File: src/rtl/gate_sweep_ctrl.sv
// Exhaustive sweep sequencer for an N-input AND gate under test: drives every vector, samples, counts mismatches.
// Optional build macro GSWEEP_STOP_ON_FAIL_EN ends the sweep at the first mismatch.
module gate_sweep_ctrl #(
    parameter int N_IN       = 2,
    parameter int SETTLE_CYC = 1,
    parameter int CNT_W      = 4
) (
    input  logic             clk_i,
    input  logic             rst_ni,
    input  logic             start_i,
    output logic [N_IN-1:0]  gate_in_o,
    input  logic             gate_out_i,
    output logic             busy_o,
    output logic             done_o,
    output logic             pass_o,
    output logic [CNT_W-1:0] err_cnt_o,
    output logic [N_IN-1:0]  fail_vec_o
);

    localparam int SW = (SETTLE_CYC > 1) ? $clog2(SETTLE_CYC) : 1;

    localparam logic [2:0] IDLE   = 3'd0;
    localparam logic [2:0] DRIVE  = 3'd1;
    localparam logic [2:0] SETTLE = 3'd2;
    localparam logic [2:0] SAMPLE = 3'd3;
    localparam logic [2:0] DONE   = 3'd4;

    logic [2:0]       state_q, state_d;
    logic [N_IN-1:0]  vec_q, vec_d;
    logic [N_IN-1:0]  gate_in_q, gate_in_d;
    logic [SW-1:0]    settle_q, settle_d;
    logic             busy_q, busy_d;
    logic             done_q, done_d;
    logic             pass_q, pass_d;
    logic [CNT_W-1:0] err_cnt_q, err_cnt_d;
    logic [N_IN-1:0]  fail_vec_q, fail_vec_d;
    logic             first_fail_q, first_fail_d;
    logic             mismatch;
    logic             last_vec;

    assign mismatch = (gate_out_i != (&vec_q));
    assign last_vec = (vec_q == {N_IN{1'b1}});

    always_comb begin
        state_d      = state_q;
        vec_d        = vec_q;
        gate_in_d    = gate_in_q;
        settle_d     = settle_q;
        busy_d       = busy_q;
        done_d       = 1'b0;
        pass_d       = pass_q;
        err_cnt_d    = err_cnt_q;
        fail_vec_d   = fail_vec_q;
        first_fail_d = first_fail_q;
        case (state_q)
            IDLE: begin
                if (start_i) begin
                    err_cnt_d    = '0;
                    fail_vec_d   = '0;
                    first_fail_d = 1'b0;
                    pass_d       = 1'b0;
                    vec_d        = '0;
                    state_d      = DRIVE;
                end
            end
            DRIVE: begin
                gate_in_d = vec_q;
                settle_d  = SW'(SETTLE_CYC - 1);
                busy_d    = 1'b1;
                state_d   = SETTLE;
            end
            SETTLE: begin
                if (settle_q == '0) begin
                    state_d = SAMPLE;
                end else begin
                    settle_d = settle_q - SW'(1);
                end
            end
            SAMPLE: begin
                if (mismatch) begin
                    if (err_cnt_q != {CNT_W{1'b1}}) begin
                        err_cnt_d = err_cnt_q + CNT_W'(1);
                    end
                    if (!first_fail_q) begin
                        fail_vec_d   = vec_q;
                        first_fail_d = 1'b1;
                    end
                end
`ifdef GSWEEP_STOP_ON_FAIL_EN
                if (mismatch || last_vec) begin
`else
                if (last_vec) begin
`endif
                    state_d = DONE;
                end else begin
                    vec_d   = vec_q + N_IN'(1);
                    state_d = DRIVE;
                end
            end
            DONE: begin
                // err_cnt already holds the final sample's update here
                done_d  = 1'b1;
                pass_d  = (err_cnt_q == '0);
                busy_d  = 1'b0;
                state_d = IDLE;
            end
            default: state_d = IDLE;
        endcase
    end

    always_ff @(posedge clk_i or negedge rst_ni) begin
        if (!rst_ni) begin
            state_q      <= IDLE;
            vec_q        <= '0;
            gate_in_q    <= '0;
            settle_q     <= '0;
            busy_q       <= 1'b0;
            done_q       <= 1'b0;
            pass_q       <= 1'b0;
            err_cnt_q    <= '0;
            fail_vec_q   <= '0;
            first_fail_q <= 1'b0;
        end else begin
            state_q      <= state_d;
            vec_q        <= vec_d;
            gate_in_q    <= gate_in_d;
            settle_q     <= settle_d;
            busy_q       <= busy_d;
            done_q       <= done_d;
            pass_q       <= pass_d;
            err_cnt_q    <= err_cnt_d;
            fail_vec_q   <= fail_vec_d;
            first_fail_q <= first_fail_d;
        end
    end

    assign gate_in_o  = gate_in_q;
    assign busy_o     = busy_q;
    assign done_o     = done_q;
    assign pass_o     = pass_q;
    assign err_cnt_o  = err_cnt_q;
    assign fail_vec_o = fail_vec_q;

endmodule

File: config.mk
export PLATFORM = sky130hd
export DESIGN_NAME = gate_sweep_ctrl
export DESIGN_NICKNAME = d
export VERILOG_FILES = /design/src/rtl/gate_sweep_ctrl.sv
export SDC_FILE = /design/constraint.sdc
export NUM_CORES = 1
export LEC_CHECK = 0
export BUFFER_PORTS_ARGS = -buffer_cell sky130_fd_sc_hd__buf_2
export CORE_MARGIN = 8
export CORE_UTILIZATION = 53
export DETAILED_ROUTE_END_ITERATION = 8
export PLACE_DENSITY = 0.82
export SETUP_SLACK_MARGIN = 0.4
export SLEW_MARGIN = 10
export SYNTH_ARGS = -nofsm -noshare
export SYNTH_HDL_FRONTEND = slang
export SYNTH_SLANG_ARGS = --single-unit
File: constraint.sdc
create_clock -name clk_i -period 1.85 [get_ports clk_i]
set_input_delay 0.185 -clock clk_i [delete_from_list [all_inputs] [get_ports clk_i]]
set_output_delay 0.185 -clock clk_i [all_outputs]
set_load 0.05 [all_outputs]
==> results of run 1 <==
stage by stage:
step	hold WS (ns)	util
floorplan	-0.111	-
global placement	0.121	0.618
detailed placement	0.130	0.618
CTS	0.266	0.643
global route	0.284	0.654
finish	0.273	0.654
state kept, by name (all words and copies together), names as in the netlist, 2 cells and up:
signal	cells
state_q	3
fail_vec_o	2
vec_q	2
gate_in_o	2
err_cnt_o	4
what timing repair did:
action | in CTS | in global routing
resized for setup | 0 | 2
hold buffers | 1 | 0
hold endpoints to repair | 17 | 0
setup buffers | 0 | 2
endpoints found under the setup margin | 0 | 5
power groups by stage:
stage / Combinational [uW] / Clock, uW / Sequential, uW
global placement: 918 / 0 / 701
CTS: 950 / 203 / 707
finish: 973 / 194 / 707
detailed placement: 946 / 0 / 713
global route: 1060 / 213 / 740
floorplan: 571 / 0 / 918
Yosys cell counts (2+ instances only):
| cell type | number |
|---|---|
| nand2_1 | 11 |
| nor2_1 | 10 |
| inv_1 | 6 |
| nand3_1 | 5 |
| nor2b_1 | 2 |
| buf_6 | 2 |
| ha_1 | 3 |
| o21ai_0 | 10 |
| dfrtp_1 | 17 |
| mux2_2 | 2 |
| mux2i_1 | 2 |
| a2bb2oi_1 | 2 |
routing by layer:
metal / global-route usage / vias up
met2: 0.183 / 10
met4: 0.0550 / 0
met1: 0.122 / 302
li1: - / 333
met3: 0.0270 / 0
met5: 0 / -
cell usage in the layout, fill, tap and decap left out, types with 2 or more instances in the layout:
cell       instances
ha_1               3
mux2_2             2
nor2_1            10
o21ai_0           10
buf_4              2
nand3_1            5
inv_1              6
mux2i_1            2
nor2b_1            2
buf_2             14
a2bb2oi_1          2
nand2_1           11
dfrtp_2            4
dfrtp_1           13
clkbuf_4           3
worst max-delay path, cell delays in order, from the launching register on:
cell	delay, ns
dfrtp_1	0.42
ha_1	0.24
xor2_1	0.16
and2_4	0.18
nand2_1	0.11
mux2i_1	0.19
layout make-up:
type | count | area, sq um | area share
clock buffer | 3 | 22.5 | 0.0226
sequential | 17 | 430 | 0.432
tap | 16 | 20.0 | 0.0201
inverter | 6 | 22.5 | 0.0226
multi-input combinational | 61 | 402 | 0.403
clock inverter | 1 | 5.00 | 0.00502
timing repair buffer | 17 | 95.1 | 0.0954
kinds of logic after synthesis:
logic type	Yosys count	share of synthesized area
compound gates	15	0.103
fa+ha+maj	3	0.0430
simple gates	36	0.228
xor+xnor	2	0.0201
flops	17	0.488
buf+inv	8	0.0516
mux	5	0.0660
path summary, 6_finish.rpt:
path                                          startpoint                        to  slack, ns  cells after the start
min in group asynchronous                         rst_ni  err_cnt_o[3]$_DFFE_PN0P_       0.34                      2
worst min register to register  err_cnt_o[0]$_DFFE_PN0P_  err_cnt_o[0]$_DFFE_PN0P_       0.51                      1
max in group asynchronous                         rst_ni    state_q[1]$_DFFE_PN0P_       1.21                      2
worst max-delay path                vec_q[0]$_DFFE_PN0P_  err_cnt_o[1]$_DFFE_PN0P_       0.47                      5
worst min-delay path                             start_i  first_fail_q$_DFFE_PN0P_       0.27                      3
worst max register to register      vec_q[0]$_DFFE_PN0P_  err_cnt_o[1]$_DFFE_PN0P_       0.47                      5
==> run_results.csv, run 1 <==
group,metric,value,unit
floorplanning,dieArea,0.00320,sq mm
global_route,grt_pass1_vias,674,
floorplanning,die_x,56.6,um
clocking,clkTransAtPathRegs,0.10,ns
route,drt_first_pass_iters,4,
yosys,avgSynthCellArea,10.1,sq um
placement,dp_hpwl,1240,um
clocking,tritoncts,"yes",
worst_setup_path,startpoint_type,"flop",
timing,fin_worst_skew,0.00674,ns
job,drv_cap,0,
yosys,syn_area,872,sq um
timing,worst_slew_pin_slew,0.379,ns
clocking,htree_num_levels,1,
route,vias_per_cell,5.33,
timing,slew_violations,0,
global_route,grtUsageTotal,0.108,
placement,placed_area,942,sq um
yosys,synth.distinct_cells,26,
power,clkPwrFrac,0.104,
timing,period_needed,1.38,ns
timing,timing.final.crit_share,0.746,
floorplanning,die_h,56.6,um
placement,dp_worst_setup_slack,0.434,ns
yosys,async_reset_ff_frac,1.00,
route,vias,645,
layout,fin_nets,113,
power,total_power,1870,uW
global_route,grt_pass1_wl,2890,um
layout,final_cells,121,
placement,place_congestion,0.766,
layout,diodes,0,
yosys,yosys_register_bits,17,
power,p_leak,0.000508,uW
clocking,cts.path.max_buffers,2,
floorplanning,core-area,0.00152,sq mm
global_route,overflow,0,
timing,setup_tns,0,ns
power,power_density,1880,mW/mm^2
power,switching_share,0.480,
hold_path,hp-class,"input port to flop",
yosys,synth_warnings,0,
power,p_switching,898,uW
timing,max_freq,725,MHz
yosys,yosys_most_used_dff,"dfrtp_1",
worst_setup_path,crit_fanout,5,
worst_setup_path,critPathCaptureType,"flop",
placement,port_buffers,14,
route,antenna_left,0,
yosys,syn-instance-count,86,
clocking,cts_root_buffer,"clkbuf_4",
clocking,numCtsBuffers,3,
route,wl_met1,727,um
timing,rsz0062_at_grt,"no",
power,internal_power,975,uW
yosys,yosys.area.top_type,"dfrtp_1",
placement,place_inst,114,
power,ir_worst_vdd,1010,uV
timing,maxSlewHeadroom,0.747,
route,totalWireLength,1630,um
global_route,antenna_found_initial,0,
route,drtIter0Drc,8,
route,route.met2.wl,840,um
yosys,seq_area_frac_synth,0.488,
route,routed.top_layer,"met3",
route,wire_per_inst,13.4,um
yosys,ys_top_cells_by_area,"dfrtp_1, o21ai_0, nand2_1, ha_1, nor2_1",
worst_setup_path,crit_arrival,1.59,ns
worst_setup_path,crit_required,2.06,ns
timing,setup_slack,0.470,ns
yosys,synthesis.nets,93,
floorplanning,row_count,14,
worst_setup_path,path_class,"flop to flop",
clocking,cts.sinks,17,
clocking,clock_latency,0.29,ns
layout,drive_gt1_frac,0.314,
layout,nFillCells,126,
floorplanning,ios,15,
run_status,status,"complete, no violations",
global_route,grt_max_degree,18,
floorplanning,initial_utilization,0.572,
power,pwr-share-seq,0.377,
layout,syn2layout_area_growth,14.3,%
route,drc,0,
yosys,synth-edff-count,0,
timing,finalSetupViolCount,0,
power,combPwrFrac,0.519,
route,met3_length,57,um
timing,finalHoldViolCount,0,
layout,fin_area,997,sq um
yosys,yosys.area.top_type_share,0.488,
(Power assumes the default switching activity.)
==> run 2, diff against run 1 <==
--- a/config.mk
+++ b/config.mk
@@ -7,9 +7,9 @@
 export LEC_CHECK = 0
 export BUFFER_PORTS_ARGS = -buffer_cell sky130_fd_sc_hd__buf_2
 export CORE_MARGIN = 8
-export CORE_UTILIZATION = 53
+export CORE_UTILIZATION = 48
 export DETAILED_ROUTE_END_ITERATION = 8
-export PLACE_DENSITY = 0.82
+export PLACE_DENSITY = 0.79
 export SETUP_SLACK_MARGIN = 0.4
 export SLEW_MARGIN = 10
 export SYNTH_ARGS = -nofsm -noshare
==> constraint.sdc (replaced) <==
create_clock -name clk_i -period 1.2 [get_ports clk_i]
set_input_delay 0.12 -clock clk_i [delete_from_list [all_inputs] [get_ports clk_i]]
set_output_delay 0.12 -clock clk_i [all_outputs]
set_load 0.05 [all_outputs]
==> run 2 against run 1 <==
Compared with the run above: the run now ends with setup timing left; clock skew grew 0.0024 ns; global-route usage grew 2.7 points; first-iteration DRC count grew 63%; worst setup slack lost 0.56 ns; final cell count grew 25%; clock power grew 64%; largest cell class is now multi-input combinational cells.
==> run_results.csv, run 2 (synthesis results as in run 1) <==
group,metric,value,unit
run_status,status,"finished, violations left",
run_status,violations,"setup timing",
layout,final_common_cell,"buf_4",
global_route,grt_pass1_wl,3610,um
global_route,grtUsageTotal,0.136,
layout,nFillCells,92,
route,vias_per_cell,5.25,
hold_path,hp-class,"input port to flop",
worst_setup_path,cpPeakStageDelay,0.45,ns
timing,slew_violations,0,
route,vias,793,
worst_setup_path,path_buf_inv,1,
worst_setup_path,crit_fanout,6,
placement,place_congestion,0.728,
timing,finalHoldViolCount,0,
global_route,grt_max_degree,18,
power,power_density,2820,mW/mm^2
clocking,cts_root_buffer,"clkbuf_4",
timing,period_needed,1.29,ns
timing,rsz0062_at_grt,"yes",
worst_setup_path,crit_required,1.38,ns
floorplanning,ios,15,
placement,port_buffers,14,
power,p_leak,0.000661,uW
route,wire_per_inst,15.4,um
layout,fin_area,0.00140,sq mm
route,drtIter0Drc,13,
timing,timing.final.crit_share,1.07,
layout,most-common-layout-cells,"buf_4, nand2_1, dfrtp_1, buf_6, dfrtp_2",
floorplanning,die_h,58.6,um
timing,worst_slew_pin_slew,0.376,ns
worst_setup_path,crit_family,"flip-flops",
global_route,overflow,0,
clocking,clkTransAtPathRegs,0.11,ns
route,antenna_left,0,
route,drt_first_pass_iters,4,
route,totalWireLength,2330,um
global_route,antenna_found_initial,0,
power,ir_worst_vdd,1640,uV
layout,drive_gt1_frac,0.595,
global_route,grt_pass1_vias,808,
placement,dp_hpwl,1360,um
clocking,cts.path.max_buffers,2,
layout,diodes,0,
worst_setup_path,crit_arrival,1.47,ns
floorplanning,row_count,15,
timing,finalSetupViolCount,8,
timing,fin_worst_skew,0.00919,ns
worst_setup_path,path_cells,"buf_4 -> nor2_2 -> and2_4 -> mux2_4",
timing,maxSlewHeadroom,0.749,
placement,placed_area,0.00104,sq mm
layout,largest_reg_flops,4,
floorplanning,initial_utilization,0.505,
clocking,numCtsBuffers,3,
floorplanning,dieArea,0.00344,sq mm
clocking,tritoncts,"yes",
floorplanning,die_x,58.6,um
layout,fin_nets,134,
worst_setup_path,startpoint_type,"flop",
route,drc,0,
clocking,clock_latency,0.30,ns
worst_setup_path,path_class,"flop to flop",
clocking,cts.sinks,17,
clocking,htree_num_levels,1,
layout,syn2layout_area_growth,60.0,%
timing,max_freq,778,MHz
timing,setup_slack,-0.0861,ns
job,drv_cap,0,
floorplanning,core-area,0.00173,sq mm
worst_setup_path,cp_slowest_cell,"dfrtp_2",
worst_setup_path,critPathCaptureType,"flop",
layout,final_util,0.808,
==> run 2: changes by cell type in the layout (fill, tap and decap cells not counted), sizes merged <==
cell / before / now
buf: 16 / 37
==> run 2: metal layers <==
metal  share of wire  vias up  wire length (um)  global-route usage
met2            0.51       36              1190               0.238
li1                -      368                 -                   -
met1            0.41      381               956               0.154
met4           0.020        0                46              0.0580
met5               0        -                 0                   0
met3           0.058        8               136              0.0304
==> run 2: area by class of cell <==
class                      count  area, sq um  share of cell area
multi-input combinational     61          502               0.360
sequential                    17          435               0.312
timing repair buffer          38          377               0.270
tap                           25         31.3              0.0224
clock buffer                   3         22.5              0.0161
inverter                       6         22.5              0.0161
clock inverter                 1         5.00             0.00359
==> run 2: worst paths after layout <==
kind	start	endpoint	slack, ns	depth (start not counted)
max	state_q[2]$_DFFE_PN0P_	gate_in_o[0]$_DFFE_PN0N_	-0.09	4
min	gate_out_i	first_fail_q$_DFFE_PN0P_	0.22	4
max reg2reg	state_q[2]$_DFFE_PN0P_	gate_in_o[0]$_DFFE_PN0N_	-0.09	4
min reg2reg	gate_in_o[1]$_DFFE_PN0N_	gate_in_o[1]$_DFFE_PN0N_	0.55	1
max in group asynchronous	rst_ni	state_q[2]$_DFFE_PN0P_	0.64	2
min in group asynchronous	rst_ni	done_o$_DFF_PN0_	0.25	2
==> run 2: tightest hold or removal path, stage by stage <==
cell and delay [ns]:
buf_2 0.11, xor2_2 0.08, nand2_2 0.10, a2bb2oi_1 0.08
==> run 2: through the flow <==
stage | hold slack, ns | setup slack (ns) | setup TNS [ns] | total power (uW) | cells
final | 0.224 | -0.0861 | -0.404 | 3940 | 151
after global routing | 0.222 | -0.137 | -1.01 | 4150 | 151
after CTS | 0.209 | -0.0603 | -0.277 | 3650 | 146
after detailed placement | 0.0623 | -0.101 | -0.698 | 2790 | 131
after global placement | 0.0600 | -0.0510 | -0.267 | 2730 | 131
after floorplan | -0.176 | -0.0333 | -0.110 | 2350 | 86
==> run 2: what timing repair did <==
action / in CTS / in global routing
cloned: 0 / 0
hold buffers: 1 / 0
setup buffers: 10 / 5
setup endpoints to repair: 28 / 28
pin swaps: 2 / 6
hold endpoints to repair: 17 / 0
resized for setup: 40 / 13
==> run 2: report_power, final <==
part           switching (uW)  leakage, uW  total, uW  internal, uW
logic                    1240     0.000438       2470          1230
registers                 332     0.000205       1150           815
clock network             194    0.0000177        318           124
